## config.mk

```make
export PLATFORM = sky130hd
export DESIGN_NAME = mem_controller
export DESIGN_NICKNAME = d
export VERILOG_FILES = /design/src/rtl/mem_controller.sv
export SDC_FILE = /design/constraint.sdc
export NUM_CORES = 1
export LEC_CHECK = 0
export ABC_AREA = 1
export CORE_ASPECT_RATIO = 1.4
export CORE_MARGIN = 8
export CORE_UTILIZATION = 42
export CTS_CLUSTER_DIAMETER = 150
export DETAILED_ROUTE_END_ITERATION = 7
export PLACE_DENSITY_LB_ADDON = 0.1
export SLEW_MARGIN = 20
export SYNTH_ARGS = -nofsm -noshare
export SYNTH_HDL_FRONTEND = slang
export SYNTH_SLANG_ARGS = --single-unit
```

## constraint.sdc

```tcl
create_clock -name clk -period 4.1 [get_ports clk]
set_input_delay 0.615 -clock clk [delete_from_list [all_inputs] [get_ports clk]]
set_output_delay 0.615 -clock clk [all_outputs]
set_load 0.03 [all_outputs]
```

## src/rtl/mem_controller.sv

```systemverilog
// CPU-to-SRAM bridge: word/byte loads and stores, little-endian.
// One request in flight; misaligned word access answers with an error.
module mem_controller #(
  parameter  int WORD   = 16,
  parameter  int BYTES  = 65536,
  localparam int ADDR_W = $clog2(BYTES),
  localparam int BL     = WORD / 8
) (
  input  logic              clk,
  input  logic              rst,
  input  logic              req_valid,
  output logic              req_ready,
  input  logic              req_write,
  input  logic              req_byte,
  input  logic [ADDR_W-1:0] req_addr,
  input  logic [WORD-1:0]   req_wdata,
  output logic              resp_valid,
  input  logic              resp_ready,
  output logic [WORD-1:0]   resp_rdata,
  output logic              resp_err,
  output logic              mem_rd,
  output logic [ADDR_W-1:0] mem_rd_addr,
  input  logic [WORD-1:0]   mem_rd_data,
  output logic [BL-1:0]     mem_wr,
  output logic [ADDR_W-1:0] mem_wr_addr,
  output logic [WORD-1:0]   mem_wr_data
);

  typedef enum logic [1:0] {IDLE, RD, WR, RESP} state_t;

  state_t state;
  state_t next;

  logic [ADDR_W-1:0] l_addr;
  logic [WORD-1:0]   l_wdata;
  logic              l_write;
  logic              l_byte;
  logic              l_err;

  logic              accept;
  logic              misalign;
  logic [ADDR_W-1:0] word_idx;
  logic [7:0]        lane_byte;
  logic [BL-1:0]     lane_we;

  assign accept    = req_valid && req_ready;
  assign misalign  = !req_byte && req_addr[0];
  assign word_idx  = {1'b0, l_addr[ADDR_W-1:1]};
  assign lane_byte = l_addr[0] ? mem_rd_data[15:8]
                               : mem_rd_data[7:0];
  assign lane_we   = {{(BL-1){1'b0}}, 1'b1} << l_addr[0];

  // State register; reset aborts any transaction in flight.
  always_ff @(posedge clk or posedge rst) begin
    if (rst) state <= IDLE;
    else     state <= next;
  end

  // Capture the request on accept so later input changes are ignored.
  always_ff @(posedge clk or posedge rst) begin
    if (rst) begin
      l_addr  <= '0;
      l_wdata <= '0;
      l_write <= 1'b0;
      l_byte  <= 1'b0;
      l_err   <= 1'b0;
    end else if (accept) begin
      l_addr  <= req_addr;
      l_wdata <= req_wdata;
      l_write <= req_write;
      l_byte  <= req_byte;
      l_err   <= misalign;
    end
  end

  // Next-state: errors skip memory, loads read, stores write.
  always_comb begin
    next = state;
    unique case (state)
      IDLE: begin
        if (req_valid) begin
          if (misalign)       next = RESP;
          else if (req_write) next = WR;
          else                next = RD;
        end
      end
      RD:   next = RESP;
      WR:   next = RESP;
      RESP: if (resp_ready) next = IDLE;
    endcase
  end

  // Outputs decoded from state; everything idles at zero.
  always_comb begin
    req_ready   = 1'b0;
    resp_valid  = 1'b0;
    resp_rdata  = '0;
    resp_err    = 1'b0;
    mem_rd      = 1'b0;
    mem_rd_addr = '0;
    mem_wr      = '0;
    mem_wr_addr = '0;
    mem_wr_data = '0;
    unique case (state)
      IDLE: req_ready = !rst;
      RD: begin
        mem_rd      = 1'b1;
        mem_rd_addr = word_idx;
      end
      WR: begin
        mem_wr_addr = word_idx;
        if (l_byte) begin
          mem_wr      = lane_we;
          mem_wr_data = {BL{l_wdata[7:0]}};
        end else begin
          mem_wr      = '1;
          mem_wr_data = l_wdata;
        end
      end
      RESP: begin
        resp_valid = 1'b1;
        resp_err   = l_err;
        if (!l_write && !l_err) begin
          if (l_byte)
            resp_rdata = {{(WORD-8){1'b0}}, lane_byte};
          else
            resp_rdata = mem_rd_data;
        end
      end
    endcase
  end

endmodule

```

Word level (Yosys, flattened, before mapping):

Cells that the tools add are included.

* flip-flop bits (word level): 37
* input bits: 54
* output and inout bits: 70
* word-level logic and storage cells: 41

* eq/ne operators: 5
* shifts and indexed selects: 1
* mux-type cells: 19
* reduce and logical (&&, ||, !) cells: 10

Operator list (count)
* 2-to-1 mux 16 bit: 5
* 2-to-1 mux 15 bit: 2
* 2-to-1 mux 2 bit: 6
* 2-to-1 mux 8 bit: 1
* case mux 2 bit (3 select lines): 1
* == test 2 bit, second input constant: 2
* logical NOT 1 bit: 4
* 2-to-1 mux 1 bit: 4
* inequality test 2 bit, second input constant: 2
* logical AND 1 bit: 3
* == test 2 x 1 -> 1 bit, second input constant: 1
* logical NOT 2 bit: 1
* AND reduction 2 bit: 1
* OR reduction 2 bit: 1
* << shifter 1 x 1 -> 2 bit, first input constant: 1

Longest topological paths before layout:

Gate-level depths: netlist of run 1.

* depth after elaboration: 5
* depth in mapped cells: 9
* gate-level depth less buffers: 7

Worst setup path before layout of run 1:

Ideal clock, no wire load.

* path type: flip-flop to output port
* from: reg state[0]
* to: out resp_rdata[0]
* data arrival time: 1.723 ns
* required time: 3.485 ns
* setup slack: 1.762 ns
* cell stages (with the launch flop): 4
* path buffers: 0
* cell sequence: dfrtp_1 -> ha_1 -> nand2_1 -> nor3_1

* longest elaborated chain between the ends: 2

Ends and longest elaborated chain
* start: declaration: line 31 `state_t state;`
* start signal: assignment: line 56 `else state <= next;`
* == test 2 bit: line 104 `unique case (state)`
* 2-to-1 mux 16 bit: line 104
* end: declaration: line 19 `output logic [WORD-1:0] resp_rdata,`

Every way passes these cells.

Final worst setup path of run 1:

* from: reg state[0]
* to: out mem_wr[0]

* longest elaborated chain between the ends: 2

Ends and longest elaborated chain
* == test 2 bit: line 104
* 2-to-1 mux 2 bit: line 104
* end: declaration: line 24 `output logic [BL-1:0] mem_wr,`

Every way passes these cells.

==> impl_results.md, run 1 <==
- Crit-path cells: inv_1 > ha_1 > buf_4 > inv_2 > nor2_1 > clkdlybuf4s50_1
- Area leader, netlist: dfrtp_1
- GPL Wtd Cong: between 0.7 and 0.8
- Worst-path fanout max: 23
- Share of cells above drive strength 1: around 4.6%
- Clock power frac: under 10%
- Crit path capture type: primary output
- Top cells by count, synth: nand2_1 (126), inv_1 (45), nor2_1 (45)
- Total core area: 5120 µm²
- CP peak stage delay: 0.68 ns
- Crit path launch type: register
- P_leak: approximately 1.9 nW
- Synth Flop Type: dfrtp_1
- CTS tree: yes
- Slew margin rel.: about half
- GR Layer Usage met2: 30.9%
- Top cell type's share of synthesized area: between 40% and 50%
- Largest net degree at the start of global routing: 35
- Initial antenna violation count: 0
- Post-Layout Cell Count: around 520
- Global router's overall resource usage: a little under a fifth
- M3 GR Usage: around 5.7%
- Clock sink total: 37
- WL final: about 7300 µm
- Die ar.: slightly below 8000 µm²
- Post-DR wirelength/cell: approximately 14 µm
- First-pass GRT wire length: around 12000 µm
- Warnings from Yosys: 0
- Seq pwr share: between 20 and 30%
- IO Pins: between 100 and 150
- CP delay by family, top: buffers and inverters
- Drt drc: 0
- Mapped Cells: about 340
- RSZ-0062 raised after global routing: no
- Final instance area: 3530 µm²
- # resized after CTS: 0
- FILL cells: around 500
- Met1 Track Usage GR: around 22%
- Placed Area: ~3400 µm²
- H-tree depth: 2
- Layout Skew: between 0.004 and 0.005 ns
- Max Cap Viol: 0
- Post-synth EDFFs: 0
- Skew-Pair Late Insertion Delay: roughly 0.29 ns
- Final hold vios: 0
- Drt first pass iters: 4
- Crit path kind: reg2out
- Share of the clock period used by the worst path: around four fifths
- Vias: around 2400
- Die height: 102 µm
- Synth area leaders: dfrtp_1 (42%), nand2_1 (21%), inv_1 (7.6%)
- Total CTS buffers: 5
- Status: finished, final reports clean
- Setup TNS: 0 ns
- # hold bufs at CTS: 0
- Num rows: 31
- Count of final max-slew check failures: 0
- Area Overhead vs Synth: 59.5%
- Slew at the pin closest to its max-slew limit: 0.721 ns
- Vias in the first global route: around 2400
- Minimum clock period: about 3.2 ns
- Worst hold path type: reg2reg
- GRT busiest layer: met2
- Most numerous cell in the Yosys netlist: nand2_1
- Final nets: just over 500
- Slowest-stage cell, CP: clkdlybuf4s50_1
- PwrDens: 733 nW/µm²
- Worst path buffer plus inverter count: 4
- Die X-Extent: 77.3 µm
- Routed vias/inst: roughly 4.7
- Synthesized area: 2210 µm²
- Max Clock Freq: 313 MHz
- IO buf count: about 120
- Final global-route overflow total: 0
- Post-CTS setup buffers: 0
- Antenna diodes: 0
- Max VDD drop: between 400 and 500 µV
- Reported net switching power: roughly 1.3 mW
- Post-detail-place hpwl: about 5500 µm
- ANT nets after route: 0
- Internal power: between 1 and 1.5 mW
- Sequential area share after synthesis: approximately two fifths
- Net Sw Frac: 50.1%
- Initial Utilization: between 40% and 50%
- Crit path DAT: 2.58 ns
- Synth unique cells: 18
- Post-Syn Area per Cell: between 6 and 7 µm²
- Async SR Flop Fraction: between 90% and 100%
- Clk root buf: clkbuf_8
- Inst Count DP: roughly 510
- CTS max path bufs: 2
- WP data required: 3.48 ns
- CTS clk-pin slew, worst paths: about 0.080 ns
- #FFs+latches synth: 37
- Final Setup Violations: 0
- Logic pwr share: a little over three fifths
- Initial DRC Count: 148
==> flip-flops by register name, indices dropped and copies added (netlist names) <==
| register | flops |
|---|---|
| l_addr | 16 |
| l_wdata | 16 |
| state | 2 |
| l_byte | 1 |
| l_err | 1 |
| l_write | 1 |
==> cell families after synthesis <==
group | share of synthesized area, %
fa+ha+maj | 2.26
other cells | 0.170
simple gates | 38.9
compound gates | 3.40
buf+inv | 13.4
flops | 41.9
==> area by class of cell <==
type,count,area [µm²],area share [%]
Timing Repair Buffer,126,1250,35.4
Multi-Input combinational cell,234,992,28.1
Sequential cell,37,926,26.3
Inverter,51,191,5.43
Tap cell,66,82.6,2.34
Clock buffer,5,68.8,1.95
Clock inverter,3,17.5,0.497
==> power by group through the flow <==
stage	combinational (mW)	sequential [mW]	clock (mW)
after floorplan	1.04	0.662	0
final	1.62	0.713	0.255
after global placement	1.61	0.711	0
after CTS	1.63	0.711	0.261
after detailed placement	1.63	0.715	0
after global routing	1.77	0.739	0.274
==> placed cells by master (no fill, tap or decap), types with 4 or more instances in the layout <==
cell type and instances:
nand2_1 126, clkdlybuf4s50_1 121, inv_1 45, nor2_1 45, dfrtp_1 37, nand3_1 32
o21ai_1 9, nor3_1 8, inv_2 6, clkbuf_8 5, buf_4 5, a21oi_1 4
ha_1 4
==> stage by stage <==
step / power [mW] / setup WS [ns] / hold WS, ns / utilization [%]
after floorplan: 1.70 / 1.76 / 0.437 / -
after global placement: 2.32 / 1.25 / 0.458 / 67.2
after detailed placement: 2.35 / 1.23 / 0.461 / 67.2
after CTS: 2.61 / 0.910 / 0.480 / 68.9
after global routing: 2.78 / 0.730 / 0.504 / 68.9
final: 2.58 / 0.900 / 0.479 / 68.9
==> metal layers <==
metal,up-vias,part of all wire (%)
li1,1239,-
met1,1087,41
met2,101,49
met3,7,8.9
met4,0,1.1
met5,-,0
==> worst register-to-register path, cell delays in order, from the launching register on <==
cell     delay [ns]
dfrtp_1        0.42
inv_1          0.09
ha_1           0.26
inv_2          0.07
nor2_4         0.09
buf_4          0.32
nand2_1        0.47
buf_4          0.39
nand2_1        0.08
o21ai_1        0.06
==> final timing paths <==
check,from,end,slack (ns),depth (start not counted)
min in group asynchronous,rst,state[0],0.78,2
setup reg to reg,state[0],l_byte,1.74,9
setup / recovery,state[0],mem_wr[0],0.90,6
hold / removal,l_wdata[9],l_wdata[9],0.48,2
max in group asynchronous,rst,l_wdata[3],2.60,3
hold reg to reg,l_wdata[9],l_wdata[9],0.48,2
Power figures use the tool's default switching activity.
==> run 2: changes to the inputs <==
- CORE_UTILIZATION: 42 -> 39
- clock period: 4.1 -> 3.2 ns (I/O delays scaled with it)
==> run 2 against run 1 <==
Effect of this change: first-iteration DRC count decreased by 49%; non-clock buffer count rose by 1; die area increased by 6.3%; flip-flop and latch count unchanged; worst hold slack got worse by 0.0030 ns; final area increased by 1.1%; setup slack got worse by 0.56 ns; sequential power up 28%; power up 32%; critical path depth stayed put; critical endpoint is now mem_wr_addr[14]; largest cell class unchanged; largest power group unchanged; highest routed layer unchanged.
==> impl_results.md, run 2 (synthesized netlist as in run 1, its figures left out) <==
- Status: finished, final reports clean
- CTS clk-pin slew, worst paths: approximately 0.07 ns
- Final global-route overflow total: 0
- Clk root buf: clkbuf_8
- Crit path launch type: register
- Area occupied by multi-input gates: 992 µm²
- Final hold vios: 0
- IO buf count: between 100 and 150
- Share of cells above drive strength 1: roughly 4.6%
- Worst-path fanout max: 15
- Register area: just over 900 µm²
- Num rows: 32
- P_leak: ~1.9 nW
- Minimum clock period: 2.86 ns
- Commonest cells after routing, fill and taps aside: nand2_1 (126), clkdlybuf4s50_1 (121), inv_1 (45), nor2_1 (45), dfrtp_1 (37)
- Die height: between 100 and 150 µm
- Global router's overall resource usage: 16.9%
- Commonest non-fill, non-tap cell in the layout: nand2_1
- Slew at the pin closest to its max-slew limit: just over 0.7 ns
- Crit path capture type: primary output
- Post-DR wirelength/cell: 13.7 µm
- GPL Wtd Cong: 0.781
- RSZ-0062 raised after global routing: no
- Crit-path cells: inv_1 > ha_1 > buf_4 > nand2_1 > inv_1 > clkdlybuf4s50_1
- Total CTS buffers: 5
- First-pass GRT wire length: between 10000 and 15000 µm
- Initial DRC Count: 76
- Vias in the first global route: 2377
- Final Setup Violations: 0
- Layout Skew: between 0.006 and 0.007 ns
- Count of final max-slew check failures: 0
- Drt drc: 0
- Initial Utilization: between 40% and 50%
- Antenna diodes: 0
- Vias: approximately 2400
- Most used cell, CP: inv_1
- CP peak stage delay: 0.68 ns
- Total core area: 5490 µm²
- Routed vias/inst: 4.60
- # resized after CTS: 0
- Biggest regs: l_addr (16), l_wdata (16), state (2)
- Crit path kind: reg2out
- Final nets: between 500 and 600
- # hold bufs at CTS: 0
- Skew-Pair Late Insertion Delay: between 0.2 and 0.3 ns
- Util after Layout: about 65%
- H-tree depth: 2
- FILL cells: about 520
- Max VDD drop: approximately 480 µV
- CTS tree: yes
- Clock sink total: 37
- Max Clock Freq: 350 MHz
- ANT nets after route: 0
- Largest net degree at the start of global routing: 34
- Max Cap Viol: 0
- Die X-Extent: roughly 80 µm
- Post-detail-place hpwl: 5490 µm
- Die ar.: ~8400 µm²
- PwrDens: between 900 and 1000 nW/µm²
- Slowest-stage cell, CP: clkdlybuf4s50_1
- Slew margin rel.: approximately 52%
- CTS max path bufs: 2
- IO Pins: between 100 and 150
- WL final: approximately 7200 µm
- Worst hold path type: reg2reg
- Share of the clock period used by the worst path: between 80% and 90%
- Initial antenna violation count: 0
- Drt first pass iters: 4
- WP data required: between 2 and 3 ns
- Setup TNS: 0 ns
- Crit path DAT: about 2.4 ns
- Post-CTS setup buffers: 0
- Area Overhead vs Synth: 61.3%
-- run 2: critical path: cells and delay by family (launching register included) --
family / cells / cell delay, ns
buf+inv: 4 / 1.13
simple gates: 1 / 0.07
flops: 1 / 0.41
fa+ha+maj: 1 / 0.47
-- run 2: path summary, 6_finish.rpt --
| path | start | endpoint | slack [ns] | cells after the start |
|---|---|---|---|---|
| max reg2reg | state[1] | l_byte | 1.09 | 9 |
| max in group asynchronous | rst | l_wdata[7] | 1.73 | 3 |
| max | state[0] | mem_wr_addr[14] | 0.34 | 6 |
| min in group asynchronous | rst | l_addr[3] | 0.74 | 2 |
| min | l_wdata[15] | l_wdata[15] | 0.48 | 2 |
| min reg2reg | l_wdata[15] | l_wdata[15] | 0.48 | 2 |
-- run 2: area by class of cell --
cell class	instances	share of cell area, %
clock buffers	7	2.42
clock inverters	1	0.842
multi-input cells	234	27.8
flip-flops and latches	37	26.0
well taps	68	2.39
inverters	51	5.37
repair buffers	127	35.2
-- run 2: through the flow --
stage / cell area [µm²] / power (mW) / hold slack [ns] / std cells / setup WS [ns]
finish: 3570 / 3.42 / 0.476 / 525 / 0.345
global route: 3570 / 3.66 / 0.500 / 525 / 0.199
CTS: 3570 / 3.45 / 0.479 / 525 / 0.333
detailed placement: 3450 / 3.03 / 0.463 / 517 / 0.651
global placement: 3450 / 2.98 / 0.450 / 517 / 0.720
floorplan: 2210 / 2.18 / 0.437 / 340 / 0.997
-- run 2: layer usage --
metal  GRT usage, %  share of wire, %  vias to the layer above
met1           18.2                39                     1087
met2           30.7                52                       75
met5              0                 0                        -
met3           4.29               6.7                       12
met4           5.45               1.9                        0
li1               -                 -                     1239
-- run 2: report_power, final --
part / switching, mW / internal, mW / leakage (nW)
clock: 0.161 / 0.254 / 0.0585
combinational: 1.29 / 0.801 / 1.41
sequential: 0.202 / 0.711 / 0.460
